--- src/rtl/wb_port_arbiter_pkg.sv ---
// rtl/wb_port_arbiter_pkg.sv - shared widths and result types for the write-back port arbiter
package wb_port_arbiter_pkg;

  localparam int unsigned XLEN          = 32;
  localparam int unsigned TRANS_ID_BITS = 4;

  typedef struct packed {
    logic [XLEN-1:0] cause;
    logic [XLEN-1:0] tval;
    logic            valid;
  } exception_t;

  function automatic int unsigned idx_width(input int unsigned n);
    return (n > 1) ? $clog2(n) : 1;
  endfunction

endpackage

--- src/rtl/wb_rr_select.sv ---
// rtl/wb_rr_select.sv - round-robin picker: valid vector plus pointer to one-hot grant
module wb_rr_select #(
  parameter int unsigned N  = 3,
  parameter int unsigned PW = 2
) (
  input  logic [N-1:0]  valid_i,
  input  logic [PW-1:0] rr_ptr_i,
  output logic [N-1:0]  grant_o,
  output logic [PW-1:0] idx_o,
  output logic          any_o
);

  logic [PW:0] cand;
  logic        found;

  // Scan from rr_ptr upward with wrap; rr_ptr < N keeps the sum below 2*N.
  always_comb begin
    grant_o = '0;
    idx_o   = '0;
    found   = 1'b0;
    cand    = '0;
    for (int k = 0; k < N; k++) begin
      cand = {1'b0, rr_ptr_i} + (PW+1)'(k);
      if (cand >= (PW+1)'(N)) begin
        cand = cand - (PW+1)'(N);
      end
      if (!found && valid_i[cand[PW-1:0]]) begin
        found                  = 1'b1;
        grant_o[cand[PW-1:0]]  = 1'b1;
        idx_o                  = cand[PW-1:0];
      end
    end
    any_o = found;
  end

endmodule

--- src/rtl/wb_port_arbiter.sv ---
// rtl/wb_port_arbiter.sv - per-FU result buffers sharing one scoreboard write-back port
module wb_port_arbiter
  import wb_port_arbiter_pkg::*;
#(
  parameter int unsigned NR_REQ = 3
) (
  input  logic                     clk_i,
  input  logic                     rst_ni,
  input  logic                     flush_i,
  input  logic [NR_REQ-1:0]        req_valid_i,
  output logic [NR_REQ-1:0]        req_ready_o,
  input  logic [TRANS_ID_BITS-1:0] req_trans_id_i [NR_REQ],
  input  logic [XLEN-1:0]          req_data_i     [NR_REQ],
  input  exception_t               req_ex_i       [NR_REQ],
  output logic                     wt_valid_o,
  output logic [TRANS_ID_BITS-1:0] trans_id_o,
  output logic [XLEN-1:0]          wbdata_o,
  output exception_t               ex_o,
  output logic [NR_REQ-1:0]        grant_o
);

  localparam int unsigned PW = idx_width(NR_REQ);

  logic [NR_REQ-1:0]        buf_valid_q, buf_valid_d;
  logic [TRANS_ID_BITS-1:0] buf_id_q   [NR_REQ];
  logic [XLEN-1:0]          buf_data_q [NR_REQ];
  exception_t               buf_ex_q   [NR_REQ];
  logic [PW-1:0]            rr_ptr_q, rr_ptr_d;

  logic [NR_REQ-1:0] pick_valid;
  logic [NR_REQ-1:0] grant;
  logic [NR_REQ-1:0] accept;
  logic [PW-1:0]     gnt_idx;
  logic              gnt_any;

  // Flush hides every buffer from the picker, so grant and write-back vanish together.
  assign pick_valid = flush_i ? '0 : buf_valid_q;

  wb_rr_select #(
    .N  (NR_REQ),
    .PW (PW)
  ) u_rr_select (
    .valid_i  (pick_valid),
    .rr_ptr_i (rr_ptr_q),
    .grant_o  (grant),
    .idx_o    (gnt_idx),
    .any_o    (gnt_any)
  );

  assign req_ready_o = {NR_REQ{!flush_i}} & (~buf_valid_q | grant);
  assign accept      = req_valid_i & req_ready_o;

  always_comb begin
    buf_valid_d = buf_valid_q;
    for (int i = 0; i < NR_REQ; i++) begin
      if (flush_i) begin
        buf_valid_d[i] = 1'b0;
      end else if (accept[i]) begin
        buf_valid_d[i] = 1'b1;
      end else if (grant[i]) begin
        buf_valid_d[i] = 1'b0;
      end
    end
  end

  always_comb begin
    rr_ptr_d = rr_ptr_q;
    if (gnt_any) begin
      rr_ptr_d = (gnt_idx == PW'(NR_REQ - 1)) ? '0 : gnt_idx + PW'(1);
    end
  end

  always_ff @(posedge clk_i or negedge rst_ni) begin
    if (!rst_ni) begin
      buf_valid_q <= '0;
      rr_ptr_q    <= '0;
      for (int i = 0; i < NR_REQ; i++) begin
        buf_id_q[i]   <= '0;
        buf_data_q[i] <= '0;
        buf_ex_q[i]   <= '0;
      end
    end else begin
      buf_valid_q <= buf_valid_d;
      rr_ptr_q    <= rr_ptr_d;
      for (int i = 0; i < NR_REQ; i++) begin
        if (accept[i]) begin
          buf_id_q[i]   <= req_trans_id_i[i];
          buf_data_q[i] <= req_data_i[i];
          buf_ex_q[i]   <= req_ex_i[i];
        end
      end
    end
  end

  always_comb begin
    wt_valid_o = gnt_any;
    grant_o    = grant;
    trans_id_o = '0;
    wbdata_o   = '0;
    ex_o       = '0;
    if (gnt_any) begin
      trans_id_o = buf_id_q[gnt_idx];
      wbdata_o   = buf_data_q[gnt_idx];
      ex_o       = buf_ex_q[gnt_idx];
    end
  end

endmodule

--- config.mk ---
export PLATFORM = sky130hd
export DESIGN_NAME = wb_port_arbiter
export DESIGN_NICKNAME = d
export VERILOG_FILES = /design/src/rtl/wb_port_arbiter_pkg.sv /design/src/rtl/wb_rr_select.sv /design/src/rtl/wb_port_arbiter.sv
export SDC_FILE = /design/constraint.sdc
export NUM_CORES = 1
export LEC_CHECK = 0
export BUFFER_PORTS_ARGS = -buffer_cell sky130_fd_sc_hd__buf_4
export CELL_PAD_IN_SITES_DETAIL_PLACEMENT = 0
export CELL_PAD_IN_SITES_GLOBAL_PLACEMENT = 1
export CORE_AREA = 2 2 187 189
export CTS_BUF_LIST = sky130_fd_sc_hd__clkbuf_4
export CTS_CLUSTER_DIAMETER = 200
export DETAILED_ROUTE_END_ITERATION = 12
export DIE_AREA = 0 0 189 191
export HOLD_SLACK_MARGIN = 0.08
export PLACE_DENSITY_LB_ADDON = 0.1
export SLEW_MARGIN = 30
export SYNTH_ARGS = -nofsm -noshare
export SYNTH_HDL_FRONTEND = slang
export SYNTH_SLANG_ARGS = --single-unit
--- constraint.sdc ---
create_clock -name clk_i -period 3.55 [get_ports clk_i]
set_input_delay 0.355 -clock clk_i [delete_from_list [all_inputs] [get_ports clk_i]]
set_output_delay 0.355 -clock clk_i [all_outputs]
set_load 0.02 [all_outputs]
==> results.json <==
{
  "status": "completed",
  "slew_headroom_pct": 48.8,
  "yosys_register_bits": 308,
  "worst_slew_pin_slew_ns": 0.768,
  "grt_setup_unrepaired": "true",
  "synthArstFlopShare_pct": 100,
  "drt-total-wl_um": 46900,
  "path_max_fanout": 20,
  "routedWlPerCell_um": 20.7,
  "cts_buffers": 89,
  "fin_nets": 2061,
  "worstRegToRegCells": 9,
  "final_area_um2": 22700,
  "core_area_um2": 34100,
  "maxCapViolations": 0,
  "clock_latency_ns": 0.74,
  "yosysWarnings": 0,
  "hold_slack_ns": 0.246,
  "max_freq_mhz": 289,
  "h-tree-depth": 3,
  "drt-vias-per-instance": 5.04,
  "fill_cells": 2572,
  "cts_tree": "built",
  "synth_edf_count": 0,
  "grt_pass1_wl_um": 70400,
  "syn_avg_cell_area_um2": 14.9,
  "p_leak_uw": 0.0109,
  "postPlaceCellArea_um2": 18000,
  "grtUsageMet3_pct": 7.18,
  "end_kind": "output port",
  "syn_inst": 965,
  "clock-root-buffer": "clkbuf_4",
  "required_ns": 3.19,
  "io_buffers": 416,
  "cts.sinks": 308,
  "grt_remaining_overflow": 0,
  "ys_types": 47,
  "finalSetupTns_ns": 0,
  "p_per_area_nw_per_um2": 758,
  "dr.pass1.iters": 4,
  "cts_max_path_buffers": 3,
  "cp-start-kind": "register",
  "die-height_um": 191,
  "synth.net_count": 1278,
  "ir_drop_v": 0.000516,
  "ant_nets": 0,
  "num_vias": 11400,
  "rrSetupSlack_ns": 0.64,
  "clk_pin_slew_ns": 0.06,
  "globalplace.congestion": 0.769,
  "drv_slew": 0,
  "synthToLayoutAreaGrowth_pct": 57.7,
  "drc": 0,
  "grt_pass1_vias": 12700,
  "path_class": "register to output port",
  "hp-class": "input port to asynchronous set/reset pin",
  "syn-cell-area_um2": 14400,
  "r2r_start": "rr_ptr_q[0]",
  "hpwl_um": 27700,
  "grt_usage_pct": 25.2,
  "grt_max_degree": 96,
  "num_io_pins": 417,
  "rows": 68,
  "gr-usage-met2_pct": 41.6,
  "die_w_um": 189,
  "grt-busiest-layer": "met2",
  "dpl_worst_slack_ns": 0.427,
  "initial_utilization_pct": 42.2,
  "setup_viol": 0,
  "finalWorstPathRequiredPeriod_ns": 3.46,
  "drtIter0Drc": 412,
  "ys_seq_area_share_pct": 53.5,
  "worst_r2r_endpoint": "buf_id_q[2]",
  "synthFlopType": "dfrtp_1",
  "skew_ns": 0.0379,
  "grt_antenna_before_repair": 3,
  "use_met1_pct": 30.8,
  "fp.dieArea_um2": 36100,
  "drive_gt1_share_pct": 46.7,
  "setup_slack_ns": 0.0905,
  "finalHoldViolCount": 0,
  "crit_arrival_ns": 3.10,
  "fin_crit_sh_pct": 97.5
}
==> flip-flops by register name (all words and copies together) (netlist names) <==
register     flops
buf_ex_q       195
rr_ptr_q         2
buf_data_q      96
buf_valid_q      3
buf_id_q        12
==> final cells by class <==
| type | count | area (um2) | area share [%] |
|---|---|---|---|
| timing repair buffer | 764 | 6900 | 30.4 |
| antenna | 4 | 10.0 | 0.0440 |
| clock buffer | 135 | 1010 | 4.46 |
| tap | 455 | 569 | 2.50 |
| multi-input combinational | 579 | 6450 | 28.4 |
| clock inverter | 15 | 61.3 | 0.270 |
| sequential | 308 | 7710 | 33.9 |
| inverter | 6 | 22.5 | 0.0991 |
==> power breakdown <==
group	internal, uW	switching (uW)	total (uW)
Clock	1710	1520	3230
Sequential	4870	783	5650
Combinational	4170	4180	8350
==> what timing repair did <==
item | in CTS | in global routing
pin swaps | 4 | 4
gates cloned | 4 | 4
gates resized for setup | 19 | 35
hold endpoints to repair | 397 | 0
hold buffers | 310 | 0
setup buffers | 8 | 3
endpoints found under the setup margin | 101 | 101
==> worst max path at each step <==
stage / from / endpoint / cells after the start
finish: rr_ptr_q[0] / ex_o[47] / 11
global route: rr_ptr_q[0] / ex_o[47] / 11
CTS: rr_ptr_q[0] / ex_o[41] / 10
detailed placement: rr_ptr_q[1] / wbdata_o[27] / 9
global placement: rr_ptr_q[1] / wbdata_o[27] / 9
floorplan: rr_ptr_q[0] / wbdata_o[10] / 10
==> critical path: stages, from the launching register on <==
cell	delay (ns)
dfrtp_1	0.40
buf_4	0.15
ha_4	0.18
mux2i_4	0.20
buf_4	0.16
buf_4	0.14
o21ai_4	0.15
buf_12	0.17
buf_16	0.22
mux2i_2	0.32
o2bb2ai_1	0.10
buf_4	0.17
==> synthesized netlist by cell type (5+ instances only) <==
cell	n	area share (%)
buf_2	22	0.76
buf_6	19	1.5
mux2_4	91	9.5
inv_1	6	0.16
mux2_2	123	9.6
clkbuf_1	15	0.39
nor2_1	10	0.26
nor3_1	5	0.17
o2bb2ai_1	101	6.1
mux2_1	90	7.0
dfrtp_1	308	53
buf_4	12	0.63
mux2i_1	105	7.3
==> placed cells by master, fill, tap and decap left out, drive strengths merged, types with 2 or more instances in the layout <==
master,netlist,final
dlygate4sd3,0,310
diode,0,4
inv,6,6
nor2,10,10
dfrtp,308,308
mux2i,105,105
o2bb2ai,101,101
nor2b,3,3
o21ai,6,6
a21oi,2,2
nor3,5,5
clkbuf,15,138
a31oi,2,2
clkinv,0,14
a2bb2oi,2,2
nand4bb,3,3
or3b,3,3
nand2,3,3
or2,3,3
buf,57,450
o31a,2,2
ha,4,4
o21a,3,3
o22ai,2,2
mux2,304,304
==> metal layers <==
metal,wire (um),up-vias
met2,22500,392
met1,19700,5728
met4,1730,0
li1,-,5205
met3,2950,104
met5,0,-
==> logic make-up after synthesis <==
| group | after synthesis | share of synthesized area (%) |
|---|---|---|
| adders and majority gates | 4 | 0.347 |
| muxes | 409 | 33.4 |
| buffers and inverters | 78 | 3.52 |
| AOI/OAI and AO/OA | 132 | 7.82 |
| and+or+nand+nor | 34 | 1.42 |
| DFF | 308 | 53.5 |
==> stage by stage <==
step | power [uW] | utilization (%) | cells
after floorplan | 10000 | - | 965
after global placement | 12800 | 52.7 | 1783
after detailed placement | 12900 | 52.7 | 1783
after CTS | 16900 | 65.8 | 2255
after global routing | 18200 | 66.6 | 2265
final | 17200 | 66.6 | 2266
(Power assumes the default switching activity.)
